### src/rtl/d_e_md_issue_pkg.sv
// rtl/d_e_md_issue_pkg.sv - mult/div control encodings shared by decoder, D/E issue and the mult/div unit
package d_e_md_issue_pkg;

    localparam logic [3:0] MD_MULT      = 4'b0000;
    localparam logic [3:0] MD_MULTU     = 4'b0001;
    localparam logic [3:0] MD_DIV       = 4'b0010;
    localparam logic [3:0] MD_DIVU      = 4'b0011;
    localparam logic [3:0] MD_MTHI      = 4'b0100;
    localparam logic [3:0] MD_MTLO      = 4'b0101;
    localparam logic [3:0] MD_MFHI      = 4'b0110;
    localparam logic [3:0] MD_MFLO      = 4'b0111;
    localparam logic [3:0] MD_CTRL_NONE = 4'b1111;

    // mult/multu/div/divu: the only codes that occupy the unit for many cycles
    function automatic logic is_long_op(input logic [3:0] ctrl);
        return ctrl[3:2] == 2'b00;
    endfunction

    // Any code 1xxx is treated as "no HI/LO use", not just 1111
    function automatic logic uses_md(input logic [3:0] ctrl);
        return ctrl[3] == 1'b0;
    endfunction

endpackage

### src/rtl/d_e_md_issue_ctl.sv
// rtl/d_e_md_issue_ctl.sv - mult/div start pulse, HI/LO structural stall and stall-cycle counter
module d_e_md_issue_ctl
    import d_e_md_issue_pkg::*;
#(
    parameter int CNT_W = 32
) (
    input  logic             clk,
    input  logic             reset,
    input  logic             i_d_valid,
    input  logic [3:0]       i_d_md_ctrl,
    input  logic             i_e_valid,
    input  logic [3:0]       i_e_md_ctrl,
    input  logic             i_e_hold,
    input  logic             i_md_busy,
    output logic             o_md_start,
    output logic             o_md_stall,
    output logic [CNT_W-1:0] o_md_stall_cnt
);

    logic             r_issued;
    logic [CNT_W-1:0] r_cnt;
    logic             w_md_start;
    logic             w_md_pending;
    logic             w_md_stall;

    assign w_md_start   = i_e_valid & is_long_op(i_e_md_ctrl) & ~r_issued;
    assign w_md_pending = w_md_start | i_md_busy;
    assign w_md_stall   = i_d_valid & uses_md(i_d_md_ctrl) & w_md_pending;

    // issued remembers a start already sent while E is frozen; any E load or bubble clears it
    always_ff @(posedge clk) begin
        if (reset) begin
            r_issued <= 1'b0;
        end else if (i_e_hold) begin
            if (w_md_start) begin
                r_issued <= 1'b1;
            end
        end else begin
            r_issued <= 1'b0;
        end
    end

    always_ff @(posedge clk) begin
        if (reset) begin
            r_cnt <= '0;
        end else if (w_md_stall && (r_cnt != {CNT_W{1'b1}})) begin
            r_cnt <= r_cnt + {{(CNT_W-1){1'b0}}, 1'b1};
        end
    end

    assign o_md_start     = w_md_start;
    assign o_md_stall     = w_md_stall;
    assign o_md_stall_cnt = r_cnt;

endmodule

### src/rtl/d_e_md_issue.sv
// rtl/d_e_md_issue.sv - D/E pipeline register with mult/div issue control
module d_e_md_issue
    import d_e_md_issue_pkg::*;
#(
    parameter int         CNT_W   = 32,
    parameter logic [3:0] MD_NONE = MD_CTRL_NONE
) (
    input  logic             clk,
    input  logic             reset,
    input  logic [31:0]      D_instr,
    input  logic [31:0]      D_pc,
    input  logic [31:0]      D_rs_val,
    input  logic [31:0]      D_rt_val,
    input  logic [3:0]       D_md_ctrl,
    input  logic             D_valid,
    input  logic             hz_stall,
    input  logic             e_hold,
    input  logic             md_busy,
    output logic             stall_D,
    output logic [31:0]      E_instr,
    output logic [31:0]      E_pc,
    output logic [31:0]      E_A,
    output logic [31:0]      E_B,
    output logic [3:0]       E_md_ctrl,
    output logic             E_valid,
    output logic             md_start,
    output logic [CNT_W-1:0] md_stall_cnt
);

    logic [31:0] r_instr;
    logic [31:0] r_pc;
    logic [31:0] r_a;
    logic [31:0] r_b;
    logic [3:0]  r_md_ctrl;
    logic        r_valid;
    logic        w_md_stall;

    d_e_md_issue_ctl #(
        .CNT_W (CNT_W)
    ) u_ctl (
        .clk            (clk),
        .reset          (reset),
        .i_d_valid      (D_valid),
        .i_d_md_ctrl    (D_md_ctrl),
        .i_e_valid      (r_valid),
        .i_e_md_ctrl    (r_md_ctrl),
        .i_e_hold       (e_hold),
        .i_md_busy      (md_busy),
        .o_md_start     (md_start),
        .o_md_stall     (w_md_stall),
        .o_md_stall_cnt (md_stall_cnt)
    );

    assign stall_D = hz_stall | w_md_stall | e_hold;

    // Hold outranks bubble so a frozen E keeps its instruction even while D is stalled
    always_ff @(posedge clk) begin
        if (reset) begin
            r_instr   <= '0;
            r_pc      <= '0;
            r_a       <= '0;
            r_b       <= '0;
            r_md_ctrl <= MD_NONE;
            r_valid   <= 1'b0;
        end else if (e_hold) begin
            r_instr   <= r_instr;
        end else if (hz_stall || w_md_stall) begin
            r_instr   <= '0;
            r_pc      <= '0;
            r_a       <= '0;
            r_b       <= '0;
            r_md_ctrl <= MD_NONE;
            r_valid   <= 1'b0;
        end else begin
            r_instr   <= D_instr;
            r_pc      <= D_pc;
            r_a       <= D_rs_val;
            r_b       <= D_rt_val;
            r_md_ctrl <= D_valid ? D_md_ctrl : MD_NONE;
            r_valid   <= D_valid;
        end
    end

    assign E_instr   = r_instr;
    assign E_pc      = r_pc;
    assign E_A       = r_a;
    assign E_B       = r_b;
    assign E_md_ctrl = r_md_ctrl;
    assign E_valid   = r_valid;

endmodule

### config.mk
export PLATFORM = sky130hd
export DESIGN_NAME = d_e_md_issue
export DESIGN_NICKNAME = d
export VERILOG_FILES = /design/src/rtl/d_e_md_issue_pkg.sv /design/src/rtl/d_e_md_issue_ctl.sv /design/src/rtl/d_e_md_issue.sv
export SDC_FILE = /design/constraint.sdc
export NUM_CORES = 1
export LEC_CHECK = 0
export ABC_AREA = 1
export CAP_MARGIN = 5
export CORE_ASPECT_RATIO = 1.25
export CORE_MARGIN = 4
export CORE_UTILIZATION = 45
export DETAILED_ROUTE_END_ITERATION = 8
export GPL_TIMING_DRIVEN = 1
export MAX_ROUTING_LAYER = met4
export PLACE_DENSITY_LB_ADDON = 0.3
export SYNTH_ARGS = -nofsm -noshare
export SYNTH_HDL_FRONTEND = slang
export SYNTH_SLANG_ARGS = --single-unit
### constraint.sdc
create_clock -name clk -period 2.7 [get_ports clk]
set_clock_uncertainty 0.05 [all_clocks]
set_input_delay 0.54 -clock clk [delete_from_list [all_inputs] [get_ports clk]]
set_output_delay 0.54 -clock clk [all_outputs]
set_load 0.05 [all_outputs]
==> results by group <==
Die
  – Die Area: 17100 µm²
  – Initial Util: 0.465
  – Die H: 145 µm
  – Die Wd: 118 µm
  – Core area: 14500 µm²
  – Ports: 305
  – Std cell rows: 49

Logic synthesis
  – Synth Area per Inst: 7.23 µm²
  – Sequential area share after synthesis: 0.492
  – Flip-flop and latch count after synthesis: 166
  – Synth warnings: 0
  – Cell area after synthesis: 6760 µm²
  – Post-Syn Nets: 1074
  – Post-synth cell types: 26
  – Post-Synthesis Cells: 935

Critical path
  – Crit. path cell count: 4
  – Worst Setup End Kind: output pin
  – Worst EP required: 2110 ps
  – CP arrival: 1860 ps
  – Worst path buffer plus inverter count: 2
  – Crit path max fanout: 3
  – Slowest stage delay, CP: 800 ps
  – Critical Path Slowest Stage Cell: clkdlybuf4s50_1
  – Cell family with the largest share of critical-path delay: buffers and inverters
  – Register-to-Register Path Depth: 10
  – Worst-path cell chain: nor2_1 > nand3_1 > inv_1 > clkdlybuf4s50_1
  – Crit path kind: flop to output pin
  – Startpoint types: flop

STA
  – Final-report hold violation count: 0
  – Minimum clock period: 2450 ps
  – Max frequency: 0.407 GHz
  – RSZ-0062 raised after global routing: false
  – Slew @ Worst Pin: 751 ps
  – Endpoints failing setup: 0
  – Slew margin rel.: 0.499
  – Worst hold slack: 398 ps
  – Fin. max-slew vios: 0
  – Final period util: 0.909
  – Setup TNS: 0 ps

Finish
  – Area Overhead vs Synth: 56.5%
  – Final core occ: 0.728
  – Nets@finish: 1358
  – Layout cells sized above 1: 0.0765
  – Final Non-Filler Cells: 1408
  – Filler instances: 1157

Route
  – Pre-Repair DR Iteration Count: 4
  – Drc violations: 0
  – ANT nets after route: 0
  – Drt total wl: 22500 µm
  – 1st-iter DRT viols: 436
  – Total number of vias: 7024
  – Drt via density: 4.99
  – Routed WL per cell: 16.0 µm

Power and ir drop
  – Combinational fraction of design power: 0.144
  – Leakage: 4.38 nW
  – Sequential power share: 0.431
  – Sw frac: 0.253
  – Pwr dens: 563 nW/µm²
  – Internal power: 4.45 mW
  – Maximum VDD drop: 436 µV
  – Power Total: 5.96 mW
  – P_sw: 1.51 mW
  – Clock Power Share: 0.425

Clock tree
  – Sink Count: 166
  – Root Driver: clkbuf_16
  – CTS tree: yes
  – # hold bufs at CTS: 0
  – Total CTS buffers: 17
  – CTS resizes: 0
  – CTS max path bufs: 2
  – Clk pin slew, worst setup/hold paths: 60 ps
  – Setup bufs post-CTS: 0
  – Worst-Skew Late Latency: 430 ps
  – CTS H-tree lvls: 4

Global routing
  – First-pass GRT wire length: 35400 µm
  – Vias in the first global route: 6776
  – Initial antenna violation count: 1
  – Pin count of the biggest net entering global routing: 99
  – Gr usage total: 0.266
  – Gr ovfl total: 0

Min path
  – Worst Hold Class: flop to flop
  – WHS Path Cells: 2

Run
  – Max_cap viols: 0

Placement
  – Placed cell count: 1378
  – DP HPWL: 16500 µm
  – GPL Wtd Cong: 0.909
  – IO buf count: 304

Run status
  – Status: complete, no violations
==> cells by family after synthesis <==
group | Yosys count | share of synthesized area
AND/OR/NAND/NOR | 635 | 0.398
adder cells (fa/ha/maj) | 1 | 0.00185
flip-flops | 166 | 0.492
AO/OA/AOI/OAI | 27 | 0.0317
buffers and inverters | 91 | 0.0578
XOR/XNOR | 15 | 0.0194
==> tightest hold or removal path, stage by stage, from the launching register on <==
cell and delay [ps]:
dfxtp_1 310, nand2_1 60, nand2_1 40
==> synthesized netlist by cell type, drive strengths merged <==
cell	n	area share
nand2	399	0.23
dfxtp	166	0.49
nand3	142	0.11
nor2	75	0.046
inv	38	0.021
clkbuf	33	0.018
a21oi	24	0.029
buf	20	0.018
xor2	9	0.012
nand4	7	0.0065
xnor2	6	0.0078
nor3	5	0.0044
nand3b	4	0.0044
o21ai	3	0.0022
or2	3	0.0028
ha	1	0.0019
==> power by group through the flow <==
| stage | registers [mW] | logic (mW) | clock network [mW] |
|---|---|---|---|
| 4_1_cts | 2.57 | 0.863 | 2.56 |
| 3_5_place_dp | 2.62 | 0.859 | 0 |
| 2_1_floorplan | 2.88 | 0.175 | 0 |
| 3_3_place_gp | 2.62 | 0.855 | 0 |
| 6_report | 2.57 | 0.859 | 2.53 |
| 5_1_grt | 2.57 | 0.903 | 2.68 |
==> cell usage in the layout, fill, tap and decap left out, drive strengths merged <==
cell type and instances:
nand4 7, nor3 5, o21ai 3, clkdlybuf4s50 303, clkinv 3, xor2 9
ha 1, clkinvlp 1, nand3 142, diode 1, buf 15, inv 38
xnor2 6, bufinv 3, clkbuf 22, nand3b 4, or2 3, nand2 399
dfxtp 166, nor2 75, a21oi 24
==> final timing paths <==
check	start	endpoint	slack [ps]
worst max-delay path	E_md_ctrl[2]	md_start	250
worst min-delay path	E_pc[29]	E_pc[29]	400
worst max register to register	u_ctl.o_md_stall_cnt[0]	u_ctl.o_md_stall_cnt[12]	480
worst min register to register	E_pc[29]	E_pc[29]	400
==> final cells by class <==
cell class | count | area, µm² | area share
Multi-Input combinational cell | 678 | 3060 | 0.289
Inverter | 38 | 145 | 0.0137
Antenna cell | 1 | 2.50 | 0.000237
Clock inverter | 7 | 120 | 0.0114
Clock buffer | 22 | 494 | 0.0467
Tap cell | 178 | 223 | 0.0211
Sequential cell | 166 | 3320 | 0.314
Timing Repair Buffer | 318 | 3210 | 0.303
==> per-layer routing <==
layer  track usage  wire length, µm  vias to the layer above
li1              -                -                     3509
met1         0.290             8700                     3178
met2         0.442            11300                      276
met3        0.0736             1550                       61
met4         0.139              960                        0
met5             -                0                        -
==> per-stage QoR <==
stage,worst slack (ps),cell area [µm²]
6_report,246,10600
5_1_grt,188,10600
4_1_cts,223,10600
3_5_place_dp,312,9960
3_3_place_gp,363,9960
2_1_floorplan,369,6760
==> state kept, by name, summed over array words and instances (netlist names) <==
signal,flops
E_pc,32
E_instr,32
E_md_ctrl,4
u_ctl.r_issued,1
E_A,32
E_B,32
E_valid,1
u_ctl.o_md_stall_cnt,32
Power figures use the tool's default switching activity.
